`config.mk`:
```
export PLATFORM = sky130hd
export DESIGN_NAME = prog_loader
export DESIGN_NICKNAME = d
export VERILOG_FILES = /design/src/rtl/prog_loader_pkg.sv /design/src/rtl/prog_loader.sv
export SDC_FILE = /design/constraint.sdc
export NUM_CORES = 1
export LEC_CHECK = 0
export ABC_AREA = 1
export CORE_MARGIN = 2
export CORE_UTILIZATION = 40
export CTS_CLUSTER_SIZE = 40
export DETAILED_ROUTE_END_ITERATION = 7
export PLACE_DENSITY = 0.72
export SETUP_SLACK_MARGIN = 0.15
export SYNTH_ARGS = -nofsm -noshare
export SYNTH_HDL_FRONTEND = slang
export SYNTH_SLANG_ARGS = --single-unit
```
`constraint.sdc`:
```
create_clock -name clock -period 1.91 [get_ports clock]
set_clock_uncertainty 0.2 [all_clocks]
set_input_delay 0.382 -clock clock [delete_from_list [all_inputs] [get_ports clock]]
set_output_delay 0.382 -clock clock [all_outputs]
set_load 0.03 [all_outputs]
```
`src/rtl/prog_loader_pkg.sv`:
```
// Shared types and constants for the boot-time program loader.
// Stream framing, FSM encoding and small decode helpers.
package prog_loader_pkg;

   typedef enum logic [2:0] {
      S_IDLE,
      S_RECV_HI,
      S_RECV_LO,
      S_WRITE,
      S_CHECK,
      S_DONE,
      S_ERROR
   } state_t;

   localparam int unsigned TIMEOUT_DEFAULT = 1024;
   localparam int          WORDS_W         = 9;
   localparam logic [WORDS_W-1:0] MAX_WORDS = 9'd256;

   // A COUNT byte of zero stands for a full 256-word image.
   function automatic logic [WORDS_W-1:0] word_count(input logic [7:0] c);
      return (c == 8'd0) ? MAX_WORDS : {1'b0, c};
   endfunction

   function automatic logic accepts(input state_t s);
      return s inside {S_IDLE, S_RECV_HI, S_RECV_LO, S_CHECK};
   endfunction

endpackage

```
`src/rtl/prog_loader.sv`:
```
// Boot loader: byte stream -> 16-bit memory words, XOR-verified,
// holds the cpu in reset until a good image has been written.
module prog_loader
   import prog_loader_pkg::*;
#(
   parameter int                    ADDR_WIDTH     = 8,
   parameter logic [ADDR_WIDTH-1:0] START_ADDR     = '0,
   parameter int                    TIMEOUT_CYCLES = TIMEOUT_DEFAULT
) (
   input  logic                  clock,
   input  logic                  reset,
   input  logic [7:0]            in_data,
   input  logic                  in_valid,
   output logic                  in_ready,
   output logic                  mem_write_enable,
   output logic [ADDR_WIDTH-1:0] mem_address,
   output logic [15:0]           mem_write_data,
   output logic                  loading,
   output logic                  cpu_reset,
   output logic                  done,
   output logic                  error,
   output logic [WORDS_W-1:0]    words_loaded
);

   localparam int TW = $clog2(TIMEOUT_CYCLES + 1);

   state_t               state_q, state_n;
   logic [7:0]           hi_q, hi_n;
   logic [7:0]           xor_q, xor_n;
   logic [WORDS_W-1:0]   total_q, total_n;
   logic [TW-1:0]        tmo_q, tmo_n;
   logic                 wr_n;
   logic [ADDR_WIDTH-1:0] addr_n;
   logic [15:0]          data_n;
   logic [WORDS_W-1:0]   words_n;
   logic                 xfer;
   logic                 tmo_hit;

   assign xfer    = in_valid && in_ready;
   assign tmo_hit = (tmo_q == TW'(TIMEOUT_CYCLES - 1));

   always_comb begin
      state_n = state_q;
      hi_n    = hi_q;
      xor_n   = xor_q;
      total_n = total_q;
      tmo_n   = '0;
      wr_n    = 1'b0;
      addr_n  = mem_address;
      data_n  = mem_write_data;
      words_n = words_loaded;
      unique case (state_q)
         S_IDLE: begin
            if (xfer) begin
               total_n = word_count(in_data);
               xor_n   = in_data;
               state_n = S_RECV_HI;
            end
         end
         S_RECV_HI: begin
            if (xfer) begin
               hi_n    = in_data;
               xor_n   = xor_q ^ in_data;
               state_n = S_RECV_LO;
            end else if (tmo_hit) begin
               state_n = S_ERROR;
            end else begin
               tmo_n = tmo_q + 1'b1;
            end
         end
         S_RECV_LO: begin
            if (xfer) begin
               xor_n   = xor_q ^ in_data;
               data_n  = {hi_q, in_data};
               addr_n  = START_ADDR + ADDR_WIDTH'(words_loaded);
               wr_n    = 1'b1;
               words_n = words_loaded + 1'b1;
               state_n = S_WRITE;
            end else if (tmo_hit) begin
               state_n = S_ERROR;
            end else begin
               tmo_n = tmo_q + 1'b1;
            end
         end
         S_WRITE: begin
            state_n = (words_loaded == total_q) ? S_CHECK : S_RECV_HI;
         end
         S_CHECK: begin
            if (xfer) begin
               state_n = (in_data == xor_q) ? S_DONE : S_ERROR;
            end else if (tmo_hit) begin
               state_n = S_ERROR;
            end else begin
               tmo_n = tmo_q + 1'b1;
            end
         end
         S_DONE:  state_n = S_DONE;
         S_ERROR: state_n = S_ERROR;
         default: state_n = S_IDLE;
      endcase
   end

   // Outputs are registered from the next state so they line up with it.
   always_ff @(posedge clock) begin
      if (reset) begin
         state_q          <= S_IDLE;
         hi_q             <= '0;
         xor_q            <= '0;
         total_q          <= '0;
         tmo_q            <= '0;
         in_ready         <= 1'b0;
         mem_write_enable <= 1'b0;
         mem_address      <= START_ADDR;
         mem_write_data   <= '0;
         loading          <= 1'b1;
         cpu_reset        <= 1'b1;
         done             <= 1'b0;
         error            <= 1'b0;
         words_loaded     <= '0;
      end else begin
         state_q          <= state_n;
         hi_q             <= hi_n;
         xor_q            <= xor_n;
         total_q          <= total_n;
         tmo_q            <= tmo_n;
         in_ready         <= accepts(state_n);
         mem_write_enable <= wr_n;
         mem_address      <= addr_n;
         mem_write_data   <= data_n;
         loading          <= (state_n != S_DONE);
         cpu_reset        <= (state_n != S_DONE);
         done             <= (state_n == S_DONE);
         error            <= (state_n == S_ERROR);
         words_loaded     <= words_n;
      end
   end

endmodule

```
==> qor.txt <==
status = complete, no violations
Min Clock Period, post-route = 1740 ps
Die H = 94.4 um
P_leak = 0.00196 uW
# diodes = 0
Max Slew Vio Count = 0
# rows = 32
TritonCTS clock tree = done
H-tree levels = 3
nature of the critical path endpoint = register
Min Hold Slack = 171 ps
Synth Area in Simple Gates = 0.257
crit-path leading delay family = simple AND/OR/NAND/NOR gates
ys flop type = dfxtp_1
crit-path cells = inv_1, nand2_2, nand2_4, nor2_4, buf_4, nor3_4, nand4_1, and2_1
Post-Synth XOR/XNOR Area = 0.0294
Max-cap violations = 0
first-pass GRT wire length = 13100 um
Yosys cell types = 35
critical path's largest stage delay = 350 ps
routed vias = 3020
hold buffer count at cts = 0
Async S/R FF share, synth = 0
net count after synthesis = 428
RSZ-0062 raised after global routing = yes
post-synthesis cell count = 415
drt first pass iters = 4
Seq/Total Area, Yosys = 0.471
WP data arrival = 1790 ps
max_slew headroom = 0.763
port bufs = 49
clk slew on worst S/H paths = 90 ps
die width = 94.4 um
Final Hold Vio Count = 0
layout cells sized above 1 = 0.233
PwrDens = 713 nW/um^2
worst path required time = 1960 ps
DR WL/cell = 13.4 um
Worst Hold Class = in -> reg
VDD IR max = 0.402 mV
worst-case clock buffer depth = 2
Fmax achieved = 576 MHz
Area growth, synth to finish = 36.1%
CP Max Fanout = 5
layout net count = 511
starting density of the core = 0.419
Synth Warn # = 0
Critical Path Start Type = register
DIE AREA = 8920 sq um
vias in the first global route = 2819
critical path class = reg -> reg
Avg Inst Size Synth = 7.88 sq um
commonest non-fill, non-tap cells in the layout = dfxtp_1, nand2_1, o21ai_0
Final ANT Viol Nets = 0
initial antenna violation count = 0
DPL Wire Length = 5570 um
core area = 7810 sq um
GRT Total Usage = 0.186
multiplexer share of the synthesized area = 0
I/O pin cnt = 50
Root Driver = clkbuf_8
clock buffer count from CTS = 9
Worst Tran Pin Value = 352 ps
CP Buf/Inv Count = 2
DR iter-0 viols = 145
final setup fails = 0
Sink Count = 77
Yosys reg bits = 77
most common cell after layout, fill and taps aside = dfxtp_1
Compound-Gate Fraction of Synth Area = 0.157
Final Util = 0.570
Clock Latency Late Sink = 360 ps
Mapped Area = 3270 sq um
largest family of logic cells by synthesized area = simple AND/OR/NAND/NOR gates
adder and majority gate portion of the synthesized area = 0.00765
Post-route DRC = 0
final worst path period share = 0.909
vias per cell = 4.99
total grt overflow = 0
Post-synth EDFFs = 0
slowest cell on the critical path = dfxtp_2
WL final = 8110 um
largest net degree at the start of global routing = 27
Placer Congestion = 0.868
[metal layers]
layer / GRT usage / up-vias / share of wire
li1: - / 1544 / -
met5: 0 / - / 0
met1: 0.232 / 1396 / 0.43
met2: 0.310 / 60 / 0.51
met3: 0.0359 / 20 / 0.034
met4: 0.0906 / 0 / 0.027
[worst min-delay path: stages]
cell            delay (ps)
dlymetal6s2s_1         120
nor4_1                  80
nand2_1                 50
a21oi_1                 50
[per-stage QoR]
stage / TNS (ps) / total power [uW] / setup WS (ps) / cells / area [sq um]
floorplan: 0 / 1880 / 154 / 415 / 3270
global placement: -6760 / 1980 / -180 / 583 / 4090
detailed placement: -7820 / 1990 / -201 / 583 / 4090
CTS: 0 / 3160 / 17.9 / 600 / 4280
global route: 0 / 3300 / 102 / 605 / 4450
finish: 0 / 3170 / 174 / 605 / 4450
[Yosys cell counts (3+ instances only)]
cell	number	area share
inv_1	39	0.045
o22ai_1	6	0.011
nor3_1	7	0.011
nand2_2	5	0.0096
dfxtp_1	77	0.47
xor2_1	4	0.011
buf_6	3	0.010
nand3_1	12	0.018
xnor2_1	7	0.019
nor3b_1	11	0.025
nor4_1	8	0.015
nand4_1	5	0.0096
nor2_2	4	0.0076
a21oi_1	42	0.064
buf_2	3	0.0046
inv_2	3	0.0034
nand3_2	3	0.0092
nand2_1	52	0.060
clkbuf_1	8	0.0092
o21ai_0	47	0.072
nor2_1	50	0.057
[worst paths after layout]
check                           slack, ps         end  depth (start not counted)       start
worst max-delay path                  170  state_q[0]                          8  state_q[2]
worst min-delay path                  170  total_q[8]                          4  in_data[7]
worst max register to register        170  state_q[0]                          8  state_q[2]
worst min register to register        260    tmo_q[0]                          1    tmo_q[0]
[cell families after synthesis]
logic type / Yosys count
flops: 77
buf+inv: 59
xor+xnor: 11
compound gates: 99
fa+ha+maj: 2
simple gates: 167
[registers in the layout, indices dropped and copies added, names as in the netlist]
register / count
error: 1
total_q: 9
mem_write_data: 16
done: 1
state_q: 3
xor_q: 8
cpu_reset: 1
mem_address: 8
in_ready: 1
mem_write_enable: 1
tmo_q: 11
words_loaded: 9
hi_q: 8
[what timing repair did]
action	in CTS	in global routing
pin swaps	3	18
setup endpoints to repair	47	59
resized for setup	57	51
hold endpoints to repair	0	0
buffers inserted	1	5
[area by class of cell]
class / instances / area [sq um]
Sequential cell: 77 / 1560
Tap cell: 102 / 128
Clock inverter: 7 / 63.8
Multi-Input combinational cell: 279 / 1610
Timing Repair Buffer: 89 / 805
Fill cell: 704 / 3350
Clock buffer: 9 / 124
Inverter: 42 / 164
[report_power, final]
group	internal (uW)	switching [uW]
sequential	1640	27.6
clock	503	690
combinational	134	180
(Power assumes the default switching activity.)
==> RTL edit 1: new RTL, same settings <==
Reset style: asynchronous (`reset`), changed in one clocked block.
--- a/src/rtl/prog_loader.sv
+++ b/src/rtl/prog_loader.sv
@@ -101,7 +101,7 @@
    end
 
    // Outputs are registered from the next state so they line up with it.
-   always_ff @(posedge clock) begin
+   always_ff @(posedge clock or posedge reset) begin
       if (reset) begin
          state_q          <= S_IDLE;
          hi_q             <= '0;
Function: differs if reset is asserted again (counterexample within 4 cycles, from zero or initial values and one cycle with reset high); with reset held inactive, the same outputs for 10 cycles.
==> RTL edit 1 against the unedited design <==
- final area up 3.7%
- area after synthesis grew 7.2%
- routed wire length decreased by 6.4%
- cell count down 0.99%
- hold slack got worse by 0.0071 ns
- global-route usage decreased by 1.8 points
- non-clock buffer count decreased by 11
- worst setup slack got worse by 0.068 ns
- register-to-register slack worse by 0.02 ns
- sequential cell count unchanged
- critical endpoint is now words_loaded[0]
- largest cell class is now flip-flops and latches
Power is not compared: it rests on default switching activity, and its combinational part moved more than twofold at a synthesized area within 25%.
==> RTL edit 1: results (changes against the unedited design) <==
| Metric | Value |
|---|---|
| Global router's overall resource usage | `16.82% (-1.8 points)` |
| Initial DRC count | `122 (-16%)` |
| Met2 wire length | `3685 µm (-10%)` |
| RePlAce Congestion | `0.8462 (-2.5%)` |
| Async set-reset flop share out of synthesis | `100.0% (+100 points)` |
| Largest net degree at the start of global routing | `30 (+11%)` |
| CP Launch Point | `words_loaded[0]$_DFFE_PP0P_` |
| GR met3 Demand/Resource | `4.317% (+0.73 points)` |
| Avg WL per Cell | `12.67 µm (-5.5%)` |
| M1 WL | `3446 µm (-2.0%)` |
| R2R Path Start | `tmo_q[1]$_DFF_PP0_` |
| Worst path max stage delay | `0.44 ns (+0.09 ns)` |
| Synth area leaders | `dfrtp_1, nand2_1, o21ai_0` |
| Post-synth top flop | `dfrtp_1` |
| Post-DP HPWL | `5585 µm (+0.20%)` |
| Placed cell count | `577 (-1.0%)` |
| First-pass GRT wire length | `13030 µm (-0.42%)` |
| Router iterations before antenna repair | `4 (unchanged)` |
| Filler Cell Count | `803 (+14%)` |
| Synth cell count leaders | `nand2_1, dfrtp_1, inv_1, nor2_1, o21ai_0` |
| Count of cell types in the netlist | `34 (-2.9%)` |
| WP data arrival | `1.22 ns (-0.57 ns)` |
| Final WL | `7590 µm (-6.4%)` |
| Dpl cell area | `0.004313 mm² (+5.5%)` |
| Crit Path Max Fanout | `4 (-1)` |
| Leakage | `approximately 2.3 nW` |
| Slew HR | `75.73% (-0.61 points)` |
| Syn_area_per_cell | `8.660 µm² (+9.8%)` |
| Class of the worst hold path | `in2async` |
| CTS root buffer | `clkbuf_8` |
| Sequential area share after synthesis | `54.98% (+7.9 points)` |
| Share of layout cells above drive strength 1 | `19.55% (-3.7 points)` |
| Met3 routed WL | `312 µm (+12%)` |
| CP max-delay cell | `dfrtp_1` |
| Status | `finished clean` |
| Via count | `2844 (-5.8%)` |
| Met1 Use GR | `21.74% (-1.4 points)` |
| Met2 GRT Util | `27.27% (-3.7 points)` |
| Switching pwr | `2.814 mW` |
| Max VDD drop | `around 0.73 mV` |
| Synthesized Nets | `418 (-2.3%)` |
| Nets | `499 (-2.3%)` |
| CTS HTree Levels | `3 (unchanged)` |
==> RTL edit 1: cell types whose count changed after synthesis, moves of 4 or more <==
cell,before,now
o21ai_0,47,35
nor2_1,50,38
inv_1,39,43
xor2_1,4,11
nor3b_1,11,1
nor4_1,8,1
nand2_1,52,119
xnor2_1,7,17
o22ai_1,6,1
dfrtp_1,0,76
dfxtp_1,77,0
a21oi_1,42,3
==> RTL edit 1: timing repair <==
| action | 4_1_cts | 5_1_grt |
|---|---|---|
| pin swaps | 6 | 5 |
| setup buffers | 3 | 3 |
| setup endpoints to repair | 43 | 35 |
| hold buffers | 0 | 0 |
| cloned | 0 | 0 |
| gates resized for setup | 62 | 22 |
==> RTL edit 1: cells by family after synthesis <==
family / Yosys count / share of synthesized area, %
DFF: 77 / 54.98
adders and majority gates: 2 / 0.7134
xor gates and xnor gates: 28 / 6.992
and+or+nand+nor: 197 / 24.15
buffers and inverters: 55 / 6.029
AOI/OAI and AO/OA: 46 / 7.136
==> RTL edit 1: power by group through the flow <==
stage	clock (mW)	sequential [mW]	combinational, mW
2_1_floorplan	0	3.07	1.45
3_3_place_gp	0	2.60	2.91
3_5_place_dp	0	2.62	2.99
4_1_cts	1.53	2.58	2.87
5_1_grt	1.60	2.66	3.27
6_report	1.49	2.59	2.94
==> RTL edit 1: cell type report <==
type                            count  share of cell area (%)
Sequential cell                    77                   41.85
Multi-Input combinational cell    273                   30.90
Timing Repair Buffer               78                   15.14
Inverter                           47                   3.900
Tap cell                          108                   2.925
Clock buffer                        9                   2.681
Clock inverter                      7                   2.600
==> RTL edit 1: metrics by stage <==
stage	hold slack (ns)	util [%]	worst slack (ns)
floorplan	0.2316	-	0.1894
CTS	0.1576	53.04	0.002122
finish	0.1636	53.76	0.1058
detailed placement	0.2528	50.19	-0.1938
global route	0.1717	53.76	-0.008764
global placement	0.2436	50.19	-0.1603
==> RTL edit 1: path summary, 6_finish.rpt <==
| kind | cells past startpoint | slack (ns) | endpoint |
|---|---|---|---|
| min in group clock | 2 | 0.27 | mem_write_data[15]$_DFFE_PP0P_ |
| max reg2reg | 10 | 0.15 | done$_DFF_PP0_ |
| max in group asynchronous | 3 | 0.86 | words_loaded[1]$_DFFE_PP0P_ |
| min | 2 | 0.16 | xor_q[7]$_DFFE_PP0P_ |
| min reg2reg | 2 | 0.27 | mem_write_data[15]$_DFFE_PP0P_ |
| max | 2 | 0.11 | words_loaded[0] |
==> RTL edit 1: critical path: cells and delay by family (launching register included) <==
kind / cells / cell delay (ns)
buffers and inverters: 2 / 0.43
flip-flops: 1 / 0.44
==> RTL edit 2: new RTL, same settings <==
Made on the original files. Change the parameter `ADDR_WIDTH` from 8 to 10.
--- a/src/rtl/prog_loader.sv
+++ b/src/rtl/prog_loader.sv
@@ -3,7 +3,7 @@
 module prog_loader
    import prog_loader_pkg::*;
 #(
-   parameter int                    ADDR_WIDTH     = 8,
+   parameter int                    ADDR_WIDTH     = 10,
    parameter logic [ADDR_WIDTH-1:0] START_ADDR     = '0,
    parameter int                    TIMEOUT_CYCLES = TIMEOUT_DEFAULT
 ) (
Ports: changed (resized mem_address); port bits go from 50 to 52. No check against the original RTL was run, so the function may have changed too.
==> RTL edit 2 against the unedited design <==
- area after synthesis rose by 3.0%
- worst setup slack improved by 0.014 ns
- first-iteration DRC count shrank 1.4%
- critical path type is now reg2out
- maximum frequency increased by 0.83%
- die area is 2.9% higher
- sequential cell count up 1
- non-clock buffer count rose by 2
- routed wire length rose by 2.3%
- cell count is 2.3% higher
- global-route usage about the same
- final area up 0.62%
- total power shrank 0.76%
==> RTL edit 2: results (changes against the unedited design) <==
| Metric | Value |
|---|---|
| Post-synthesis xor/xnor area fraction | `3.639% (+0.69 points)` |
| Hold slack | `0.2332 ns (+0.06260 ns)` |
| Port bufs | `50 (+2.0%)` |
| Crit Path Max Fanout | `6 (+1)` |
| Sequential area share after synthesis | `46.34% (-0.77 points)` |
| Synth area leaders | `dfxtp_1, o21ai_0, nand2_1` |
| Family with the most delay on the worst path | `flip-flops` |
| Initial DRC count | `143 (-1.4%)` |
| R2R Path Start | `state_q[1]$_SDFF_PP0_` |
| First-pass GRT wire length | `13300 µm (+1.6%)` |
| Synth cell count leaders | `dfxtp_1, nand2_1, o21ai_0, nor2_1, a21oi_1` |
| Nets | `522 (+2.2%)` |
| Global router's overall resource usage | `18.64% (about the same)` |
| Worst path max stage delay | `0.40 ns (+0.05 ns)` |
| Avg WL per Cell | `13.40 µm (about the same)` |
| Reg2Reg Capture Point | `words_loaded[8]$_SDFFE_PP0P_` |
| Status | `finished clean` |
| Count of cell types in the netlist | `38 (+8.6%)` |
| Largest net degree at the start of global routing | `30 (+11%)` |
| Share of the synthesized area in the top cell type | `46.34% (-0.77 points)` |
| Vias in the first global route | `2885 (+2.3%)` |
| Synthesized Nets | `438 (+2.3%)` |
| FF-to-FF setup slack | `0.22 ns (+0.05 ns)` |
| Max VDD drop | `0.3247 mV (-19%)` |
| RePlAce Congestion | `0.8127 (-6.4%)` |
| Via count | `3117 (+3.2%)` |
| Pre-CTS setup slack | `-0.2139 ns (-0.01338 ns)` |
| Hold Crit Start | `in_data[4]` |
==> RTL edit 2: cell count changes in the layout (fill, tap and decap cells not counted), moves of 3 or more <==
cell / unedited run / this run
nor2_1: 37 / 41
nor2_2: 12 / 6
a21oi_1: 42 / 39
nor3b_2: 4 / 0
dfxtp_1: 65 / 70
inv_2: 3 / 6
clkinv_4: 0 / 4
nand2_1: 49 / 56
==> RTL edit 2: per-layer routing <==
layer	up-vias	part of all wire [%]	track usage, %
met1	1486	45	23.72
met2	55	50	31.99
met5	-	0	0
met4	0	1.3	6.190
met3	10	4.1	3.132
li1	1566	-	-
==> RTL edit 2: worst max path at each step <==
stage | start | end | slack, ns | depth (start not counted)
finish | words_loaded[6]$_SDFFE_PP0P_ | words_loaded[6] | 0.19 | 1
detailed placement | in_data[4] | in_ready$_SDFF_PP0_ | -0.21 | 11
global placement | in_data[6] | in_ready$_SDFF_PP0_ | -0.16 | 9
floorplan | words_loaded[0]$_SDFFE_PP0P_ | words_loaded[8]$_SDFFE_PP0P_ | 0.15 | 6
global route | in_data[2] | in_ready$_SDFF_PP0_ | 0.07 | 11
CTS | words_loaded[6]$_SDFFE_PP0P_ | words_loaded[6] | 0.09 | 1
==> RTL edit 2: report_power, final <==
part / total, mW / switching, mW / internal, mW
clock: 1.15 / 0.659 / 0.489
combinational: 0.320 / 0.188 / 0.132
sequential: 1.68 / 0.0223 / 1.66
total: 3.15 / 0.869 / 2.28
==> RTL edit 2: final cells by class <==
type	instances	area share, %
clock buffer	9	2.765
clock inverter	7	1.312
inverter	48	4.189
multi-input combinational	281	35.21
sequential	78	35.13
tap	105	2.932
timing repair buffer	91	18.46
==> RTL edit 2: logic make-up (layout without fill, tap and decap cells) <==
family | after synthesis | count (layout)
AND/OR/NAND/NOR | 164 | 164
AO/OA/AOI/OAI | 100 | 100
flip-flops | 78 | 78
buffers and inverters | 66 | 155
XOR/XNOR | 14 | 14
adder cells (fa/ha/maj) | 2 | 2
other | 1 | 1
==> RTL edit 2: metrics by stage <==
step	instances	cell area (µm²)	TNS, ns
5_1_grt	619	4481	0
4_1_cts	613	4384	0
3_3_place_gp	597	4222	-3.510
3_5_place_dp	597	4222	-4.968
2_1_floorplan	425	3371	0
6_report	619	4481	0
==> RTL edit 2: worst reg2reg max path, delay by kind of cell (launching register included) <==
kind / cells / cell delay (ns)
and+or+nand+nor: 5 / 0.67
DFF: 1 / 0.37
AOI/OAI and AO/OA: 2 / 0.21
buffers and inverters: 2 / 0.15
==> RTL edit 2: timing repair <==
action | 4_1_cts | 5_1_grt
pin swaps | 1 | 11
cloned | 0 | 0
resized for setup | 54 | 30
endpoints found under the setup margin | 43 | 25
buffers inserted | 0 | 6
